===== src/rtl/usb_sie_pkg.sv =====
// Shared types and constants for the device-side USB SIE transmit path.
// bus8_t mirrors the 8-bit UTM data bus type so both sides of the UTM agree on width.
package usb_sie_pkg;

    typedef logic [7:0] bus8_t;

    typedef enum logic [3:0] {
        PID_OUT   = 4'b0001,
        PID_IN    = 4'b1001,
        PID_SOF   = 4'b0101,
        PID_SETUP = 4'b1101,
        PID_DATA0 = 4'b0011,
        PID_DATA1 = 4'b1011,
        PID_DATA2 = 4'b0111,
        PID_MDATA = 4'b1111,
        PID_ACK   = 4'b0010,
        PID_NAK   = 4'b1010,
        PID_STALL = 4'b1110,
        PID_NYET  = 4'b0110
    } pid_t;

    // Packet class is carried in the two low PID bits.
    localparam logic [1:0] PID_CLASS_DATA = 2'b11;
    localparam logic [1:0] PID_CLASS_HS   = 2'b10;

    localparam logic [15:0] CRC16_POLY = 16'h8005;
    localparam logic [15:0] CRC16_INIT = 16'hFFFF;

    typedef enum logic [2:0] {
        ST_IDLE,
        ST_PID,
        ST_DATA,
        ST_CRC_LO,
        ST_CRC_HI
    } tx_state_t;

    function automatic logic [15:0] rev16(input logic [15:0] v);
        logic [15:0] r;
        for (int i = 0; i < 16; i++) begin
            r[i] = v[15-i];
        end
        return r;
    endfunction

    function automatic bus8_t pid_byte(input logic [3:0] pid);
        return {~pid, pid};
    endfunction

endpackage


===== src/rtl/usb_crc16.sv =====
// Combinational byte-wise USB CRC16 update, data taken LSB first.
// Shared with the receive-side SIE, which runs the same update for checking.
module usb_crc16
    import usb_sie_pkg::*;
(
    input  logic [15:0] crc_in,
    input  bus8_t       data,
    output logic [15:0] crc_out
);

    // Bit-reflected register form: LSB-first data shifts right through the reversed polynomial.
    localparam logic [15:0] POLY_REFL = rev16(CRC16_POLY);

    function automatic logic [15:0] crc16_byte(input logic [15:0] c_in, input bus8_t d);
        logic [15:0] c;
        c = c_in;
        for (int i = 0; i < 8; i++) begin
            if (c[0] ^ d[i]) begin
                c = (c >> 1) ^ POLY_REFL;
            end else begin
                c = c >> 1;
            end
        end
        return c;
    endfunction

    assign crc_out = crc16_byte(crc_in, data);

endmodule


===== src/rtl/usb_sie_tx.sv =====
// Device-side SIE packet transmitter: PID byte, optional payload and CRC16 onto the UTM 8-bit tx port.
// The state name always reflects which byte is currently presented on utm_data_out.
module usb_sie_tx
    import usb_sie_pkg::*;
#(
    parameter int MAX_PKT = 1023,
    parameter int LEN_W   = $clog2(MAX_PKT + 1)
) (
    input  logic             clk,
    input  logic             rst,
    input  logic             tx_start,
    input  logic [3:0]       tx_pid,
    input  logic [LEN_W-1:0] tx_len,
    input  bus8_t            pl_data,
    input  logic             pl_valid,
    output logic             pl_ready,
    output logic             busy,
    output logic             done,
    output logic             err,
    output bus8_t            utm_data_out,
    output logic             utm_tx_valid,
    input  logic             utm_tx_ready
);

    tx_state_t        state, state_nxt;
    logic [LEN_W-1:0] cnt, cnt_nxt;
    logic [15:0]      crc, crc_nxt, crc_upd;
    logic             hs_pkt, hs_nxt;
    bus8_t            data_nxt;
    logic             valid_nxt, busy_nxt, done_nxt, err_nxt;
    logic             req_data, req_hs, len_ok, req_ok;
    logic             bytes_left, pay_phase;

    assign req_data   = (tx_pid[1:0] == PID_CLASS_DATA);
    assign req_hs     = (tx_pid[1:0] == PID_CLASS_HS);
    assign len_ok     = (32'(tx_len) <= 32'(MAX_PKT));
    assign req_ok     = req_hs || (req_data && len_ok);
    assign bytes_left = |cnt;
    assign pay_phase  = ((state == ST_PID) && !hs_pkt) || (state == ST_DATA);

    // A payload byte is taken exactly when the byte ahead of it leaves the bus.
    assign pl_ready = pay_phase && bytes_left && utm_tx_valid && utm_tx_ready && pl_valid;

    usb_crc16 u_crc (
        .crc_in  (crc),
        .data    (pl_data),
        .crc_out (crc_upd)
    );

    always_comb begin
        state_nxt = state;
        cnt_nxt   = cnt;
        crc_nxt   = crc;
        hs_nxt    = hs_pkt;
        data_nxt  = utm_data_out;
        valid_nxt = utm_tx_valid;
        busy_nxt  = busy;
        done_nxt  = 1'b0;
        err_nxt   = 1'b0;

        case (state)
            ST_IDLE: begin
                if (tx_start) begin
                    if (req_ok) begin
                        state_nxt = ST_PID;
                        hs_nxt    = req_hs;
                        cnt_nxt   = req_hs ? '0 : tx_len;
                        crc_nxt   = CRC16_INIT;
                        data_nxt  = pid_byte(tx_pid);
                        valid_nxt = 1'b1;
                        busy_nxt  = 1'b1;
                    end else begin
                        err_nxt = 1'b1;
                    end
                end
            end

            ST_PID, ST_DATA: begin
                if (utm_tx_ready) begin
                    if (hs_pkt) begin
                        state_nxt = ST_IDLE;
                        data_nxt  = '0;
                        valid_nxt = 1'b0;
                        busy_nxt  = 1'b0;
                        done_nxt  = 1'b1;
                    end else if (bytes_left) begin
                        if (pl_valid) begin
                            state_nxt = ST_DATA;
                            data_nxt  = pl_data;
                            crc_nxt   = crc_upd;
                            cnt_nxt   = cnt - LEN_W'(1);
                        end else begin
                            // Underrun: abandon the packet; the host sees a bad CRC.
                            state_nxt = ST_IDLE;
                            data_nxt  = '0;
                            valid_nxt = 1'b0;
                            busy_nxt  = 1'b0;
                            err_nxt   = 1'b1;
                        end
                    end else begin
                        state_nxt = ST_CRC_LO;
                        data_nxt  = ~crc[7:0];
                    end
                end
            end

            ST_CRC_LO: begin
                if (utm_tx_ready) begin
                    state_nxt = ST_CRC_HI;
                    data_nxt  = ~crc[15:8];
                end
            end

            ST_CRC_HI: begin
                if (utm_tx_ready) begin
                    state_nxt = ST_IDLE;
                    data_nxt  = '0;
                    valid_nxt = 1'b0;
                    busy_nxt  = 1'b0;
                    done_nxt  = 1'b1;
                end
            end

            default: begin
                state_nxt = ST_IDLE;
                data_nxt  = '0;
                valid_nxt = 1'b0;
                busy_nxt  = 1'b0;
            end
        endcase
    end

    always_ff @(posedge clk or negedge rst) begin
        if (!rst) begin
            state        <= ST_IDLE;
            utm_data_out <= '0;
            utm_tx_valid <= 1'b0;
            busy         <= 1'b0;
            done         <= 1'b0;
            err          <= 1'b0;
        end else begin
            state        <= state_nxt;
            utm_data_out <= data_nxt;
            utm_tx_valid <= valid_nxt;
            busy         <= busy_nxt;
            done         <= done_nxt;
            err          <= err_nxt;
        end
    end

    // Working registers are always reloaded at tx_start, so they carry no reset.
    always_ff @(posedge clk) begin
        cnt    <= cnt_nxt;
        crc    <= crc_nxt;
        hs_pkt <= hs_nxt;
    end

endmodule


===== config.mk =====
export PLATFORM = sky130hd
export DESIGN_NAME = usb_sie_tx
export DESIGN_NICKNAME = d
export VERILOG_FILES = /design/src/rtl/usb_sie_pkg.sv /design/src/rtl/usb_crc16.sv /design/src/rtl/usb_sie_tx.sv
export SDC_FILE = /design/constraint.sdc
export NUM_CORES = 1
export LEC_CHECK = 0
export CORE_ASPECT_RATIO = 1.25
export CORE_UTILIZATION = 63
export DETAILED_ROUTE_END_ITERATION = 10
export DONT_BUFFER_PORTS = 1
export GPL_TIMING_DRIVEN = 1
export PLACE_DENSITY = 0.9
export SLEW_MARGIN = 10
export SYNTH_ARGS = -nofsm -noshare
export SYNTH_HDL_FRONTEND = slang
export SYNTH_HIERARCHICAL = 1
export SYNTH_SLANG_ARGS = --single-unit

===== constraint.sdc =====
create_clock -name clk -period 2.9 [get_ports clk]
set_input_delay 0.58 -clock clk [delete_from_list [all_inputs] [get_ports clk]]
set_output_delay 0.58 -clock clk [all_outputs]
set_load 0.05 [all_outputs]

; Yosys cells after proc, flatten, opt, wreduce, memory -nomap -nowiden
; Index checks and enable logic that the tools add are counted.
[word_totals]
ff_bits = 41
input_bits = 27
output_inout_bits = 13
wordCells = 121
[op_classes]
n_addsub = 1
eq_ne = 16
n_mux = 60
bitwise_logic = 20
reduce_logical = 16
[op_table]
columns = operator, n
row1 = 2-to-1 mux 16 bit, 14
row2 = 2-to-1 mux 10 bit, 7
row3 = 2-to-1 mux 8 bit, 8
row4 = one-hot mux 16 bit (2 select lines), 1
row5 = one-hot mux 8 bit (4 select lines), 1
row6 = inverter 2 -> 3 bit, 8
row7 = 2-to-1 mux 3 bit, 7
row8 = one-hot mux 10 bit (2 select lines), 1
row9 = 2-to-1 mux 1 bit, 16
row10 = "inequality test 2 bit, second input constant", 8
row11 = inverter 8 bit, 2
row12 = AND reduction 7 bit, 2
row13 = one-hot mux 3 bit (4 select lines), 1
row14 = OR reduction 10 bit, 1
row15 = "subtractor 10 x 1 -> 10 bit, second input constant", 1
row16 = XOR 1 bit, 8
row17 = "== test 3 x 2 -> 1 bit, second input constant", 2
row18 = "inequality test 3 bit, second input constant", 2
row19 = logical AND 1 bit, 5
row20 = AND reduction 5 bit, 1
row21 = "== test 2 bit, second input constant", 2
row22 = inverter 4 bit, 1
row23 = one-hot mux 1 bit (2 select lines), 2
row24 = one-hot mux 1 bit (4 select lines), 1
row25 = 10 further kinds, 11

; Longest topological paths before layout
[depth]
ltp_word = 21
ltp_mapped = 8
mapped_depth_nobuf = 6

; Hierarchy
; Netlist, hierarchy kept.
[by_module_without_submodules]
columns = mod, instances, cells_each, area_per_inst_um2, seq_area_each_um2
row1 = usb_sie_tx, 1, 208, 2150.8, 1161.1
row2 = usb_crc16, 1, 26, 251.5, 0.0

; Least setup slack after synthesis
; No wires, ideal clock.
[synth_timing]
kind = reg2out
start = register cnt[0]
end = output pl_ready
t_arrival_ps = 2956
required_ps = 2320
slack_ps = -636
path_stages_with_launch = 8
n_path_buf = 2
path_cell_list = edfxtp_1 -> inv_1 -> ha_1 -> or4b_4 -> or3_4 -> buf_6 -> clkbuf_1 -> nor4b_1
[synth_between]
elab_chain_cells = 5
[synth_rtl]
columns = element, line_no
row1 = from (decl), usb_sie_tx.sv:26  ; logic [LEN_W-1:0] cnt, cnt_nxt;
row2 = from (signal assigned), usb_sie_tx.sv:153  ; cnt <= cnt_nxt;
row3 = OR reduction 10 bit, usb_sie_tx.sv:38  ; assign bytes_left = |cnt;
row4 = logical AND 1 bit (4 in series), usb_sie_tx.sv:42  ; assign pl_ready = pay_phase && bytes_left && utm_tx_valid && utm_tx_ready && pl_valid;
row5 = to (decl), usb_sie_tx.sv:16  ; output logic pl_ready,
; Every way passes these cells.

; Worst setup path in the final report
; Same ends and word-level chain as after synthesis.

==> metrics.txt <==
# TYPE chip_impl_metric gauge
chip_impl_info{name="postSynth.topFlopCell",value="sky130_fd_sc_hd__edfxtp_1"} 1
chip_impl_metric{name="cts.path.max_buffers",unit=""} 2
chip_impl_metric{name="gr-total-overflow",unit=""} 0
chip_impl_metric{name="fin_crit",unit="ns"} 2.829
chip_impl_metric{name="postRouteWirelength",unit="mm"} 5.552
chip_impl_metric{name="path_max_fanout",unit=""} 5
chip_impl_metric{name="route.detailed.vias_per_inst",unit=""} 6.822
chip_impl_metric{name="grt_max_degree",unit=""} 21
chip_impl_metric{name="mappedNetlistNets",unit=""} 262
chip_impl_metric{name="start_util",unit=""} 0.6723
chip_impl_info{name="path_category_of_the_worst_min_delay_check",value="in2reg"} 1
chip_impl_metric{name="globalplace.congestion",unit=""} 0.8552
chip_impl_metric{name="netlist_instances",unit=""} 234
chip_impl_metric{name="power-per-cell-area",unit="nW/um2"} 1274
chip_impl_info{name="synthTopCellsByCount",value="sky130_fd_sc_hd__edfxtp_1, sky130_fd_sc_hd__or3_1, sky130_fd_sc_hd__xnor2_1"} 1
chip_impl_metric{name="timing_worst_slew_pin_value",unit="ns"} 0.6753
chip_impl_metric{name="drtIter0Drc",unit=""} 204
chip_impl_info{name="timing.critical_path.slowest_stage_cell",value="sky130_fd_sc_hd__or4b_4"} 1
chip_impl_metric{name="post-synth-top-area-fraction",unit=""} 0.3375
chip_impl_metric{name="gr-usage-all-layers",unit=""} 0.2863
chip_impl_metric{name="final_antenna_net_count",unit=""} 0
chip_impl_metric{name="drc_errors",unit=""} 4
chip_impl_metric{name="fin_cells",unit=""} 275
chip_impl_metric{name="syn_to_final_growth",unit="%"} 6.563
chip_impl_info{name="yosys-top-cells-area",value="sky130_fd_sc_hd__edfxtp_1, sky130_fd_sc_hd__dfrtp_1, sky130_fd_sc_hd__xnor2_1, sky130_fd_sc_hd__or3_1, sky130_fd_sc_hd__a21oi_1"} 1
chip_impl_metric{name="fin_nets",unit=""} 263
chip_impl_metric{name="share_of_synthesized_registers_carrying_an_async_set_or_reset",unit=""} 0.3415
chip_impl_metric{name="drive_above_1_share",unit=""} 0.1314
chip_impl_metric{name="cts.sink_count",unit=""} 41
chip_impl_metric{name="core_area",unit="um2"} 3573
chip_impl_metric{name="wire_length_of_the_first_global_routing_pass",unit="mm"} 8.576
chip_impl_metric{name="synth.avg_cell_area",unit="um2"} 10.27
chip_impl_metric{name="fp.dieArea",unit="um2"} 4066
chip_impl_metric{name="htree_num_levels",unit=""} 2
chip_impl_info{name="worst_setup_path_end_kind",value="primary output"} 1
chip_impl_metric{name="achievable_frequency",unit="GHz"} 0.3535
chip_impl_metric{name="numPlacedInstances",unit=""} 261
chip_impl_metric{name="post-layout-total-power",unit="uW"} 3260
chip_impl_metric{name="maximum_vdd_drop",unit="uV"} 731.2
chip_impl_metric{name="nFillCells",unit=""} 251
chip_impl_metric{name="worst_skew_pair.late_latency",unit="ns"} 0.30
chip_impl_metric{name="final.setup.tns",unit="ns"} 0
chip_impl_metric{name="vias",unit=""} 1876
chip_impl_metric{name="synthesis.area",unit="um2"} 2402
chip_impl_metric{name="std_cell_rows",unit=""} 24
chip_impl_metric{name="grt_antenna_before_repair",unit=""} 0
chip_impl_info{name="crit_chain",value="inv_1 -> ha_2 -> or4b_4 -> or3_4 -> nor4b_2 -> buf_4"} 1
chip_impl_info{name="yosys.cell_count.top_type",value="sky130_fd_sc_hd__edfxtp_1"} 1
chip_impl_info{name="path_class",value="reg2out"} 1
chip_impl_info{name="cts_tree",value="built"} 1
chip_impl_metric{name="crit_buf_inv",unit=""} 2
chip_impl_metric{name="grt_pass1_vias",unit=""} 1802
chip_impl_info{name="ctsRootBufferMaster",value="sky130_fd_sc_hd__clkbuf_8"} 1
chip_impl_info{name="timing.critical_path.max_delay_family",value="simple AND/OR/NAND/NOR gates"} 1
chip_impl_info{name="status",value="complete, but fails checks"} 1
chip_impl_metric{name="final.setup_skew",unit="ns"} 0.008709
chip_impl_metric{name="max_cap_viol_count",unit=""} 0
chip_impl_metric{name="die_w",unit="um"} 57.23
chip_impl_metric{name="synth_enable_flop_cells",unit=""} 27
chip_impl_metric{name="i_o_pin_cnt",unit=""} 40
chip_impl_metric{name="regToRegSetupSlack",unit="ns"} 0.38
chip_impl_metric{name="min_period_over_period",unit=""} 0.9755
chip_impl_metric{name="power.static_leakage",unit="uW"} 0.0008992
chip_impl_info{name="synth_top_cell_by_area",value="sky130_fd_sc_hd__edfxtp_1"} 1
chip_impl_metric{name="num_cts_buffers",unit=""} 5
chip_impl_metric{name="dp_hpwl",unit="mm"} 3.619
chip_impl_metric{name="antenna_cells_inserted",unit=""} 0
chip_impl_metric{name="cp_data_required_time",unit="ns"} 2.32
chip_impl_metric{name="first_pass_iters",unit=""} 8
chip_impl_info{name="rsz_0062_raised_after_global_routing",value="no"} 1
chip_impl_metric{name="timing_hold_violations_final",unit=""} 0
chip_impl_metric{name="setup_viol",unit=""} 0
chip_impl_metric{name="hold_ws",unit="ns"} 0.4041
chip_impl_info{name="critPathLaunchType",value="flop"} 1
chip_impl_metric{name="worst_ep_arrival_time",unit="ns"} 2.25
chip_impl_metric{name="maxSlewViolCount",unit=""} 0
chip_impl_metric{name="yosys_register_bits",unit=""} 41
chip_impl_metric{name="die_height",unit="um"} 71.04
chip_impl_metric{name="clkSlewWorstSetupHoldPaths",unit="ns"} 0.08
chip_impl_info{name="failed_checks",value="design-rule violations"} 1
chip_impl_metric{name="worst_slew_margin_rel",unit=""} 0.5382
chip_impl_metric{name="synth_sequential_area_ratio",unit=""} 0.4833
chip_impl_metric{name="slowest_delay",unit="ns"} 0.48
chip_impl_metric{name="per_cell_routed_wire_length",unit="um"} 20.19
chip_impl_metric{name="netlist-cell-type-count",unit=""} 40
chip_impl_metric{name="numPortBuffers",unit=""} 0
chip_impl_metric{name="yosys_warnings",unit=""} 6
==> path summary, 6_finish.rpt <==
path | endpoint | depth (start not counted) | startpoint
setup reg to reg | cnt[0] | 7 | cnt[0]
min in group asynchronous | utm_data_out[2] | 1 | rst
hold / removal | done | 1 | utm_tx_ready
setup / recovery | pl_ready | 6 | cnt[0]
max in group asynchronous | utm_data_out[6] | 1 | rst
hold reg to reg | crc[3] | 1 | crc[11]
==> registers in the layout, summed over array words and instances (netlist names) <==
signal	count
crc	16
cnt	10
utm_data_out	8
state	3
done	1
err	1
hs_pkt	1
utm_tx_valid	1
==> final cells by class <==
cell class,instances,area (um2),area share
Multi-Input combinational cell,166,1117,0.4365
Clock buffer,6,72.57,0.02835
Tap cell,39,48.80,0.01906
Timing Repair Buffer,15,127.6,0.04985
Sequential cell,41,1161,0.4536
Clock inverter,2,10.01,0.003910
Inverter,6,22.52,0.008798
==> where the power goes <==
group          switching, uW  internal (uW)  total (uW)
sequential               407            954        1360
combinational            844            687        1530
clock                    201            167         368
==> through the flow <==
step | cell area [um2] | util | setup WS, ns
detailed placement | 2427 | 0.6793 | 0.2741
CTS | 2527 | 0.7073 | 0.02265
finish | 2560 | 0.7164 | 0.07094
global placement | 2427 | 0.6793 | 0.3335
global route | 2560 | 0.7164 | 0.01153
floorplan | 2409 | - | 0.06227
==> cell usage in the layout (no fill, tap or decap), drive strengths merged, types with 2 or more instances in the layout <==
cell type  instances
o2bb2ai            3
clkbuf             6
or2                2
a31oi              8
nand3             19
dfrtp             14
buf               14
nand2              7
nor3               3
a21oi             19
edfxtp            27
or3               26
nor4b              2
xor2               6
nor2               8
nand2b             2
nor4               2
a2111oi            2
xnor2             23
o22ai              5
clkinv             2
o21ai             13
inv                6
or4                2
and2               2
==> what timing repair did <==
item | in CTS | in global routing
hold buffers | 1 | 0
pin swaps | 1 | 1
buffers inserted | 0 | 4
hold endpoints to repair | 14 | 0
cloned | 1 | 0
endpoints found under the setup margin | 1 | 1
gates resized for setup | 0 | 1
==> per-layer routing <==
layer  share of wire  routed length (um)  GRT usage
met4           0.028                 158     0.1274
met1            0.37                2076     0.3346
met3            0.10                 558    0.07495
met2            0.50                2759     0.4915
met5               0                   0          0
==> kinds of logic after synthesis <==
| family | count (synthesis) | synth area share |
|---|---|---|
| buffers and inverters | 28 | 0.05833 |
| and+or+nand+nor | 76 | 0.1792 |
| adders and majority gates | 1 | 0.005208 |
| DFF | 41 | 0.4833 |
| AOI/OAI and AO/OA | 55 | 0.1396 |
| xor gates and xnor gates | 31 | 0.1255 |
| muxes | 2 | 0.008854 |
Power figures use the tool's default switching activity.
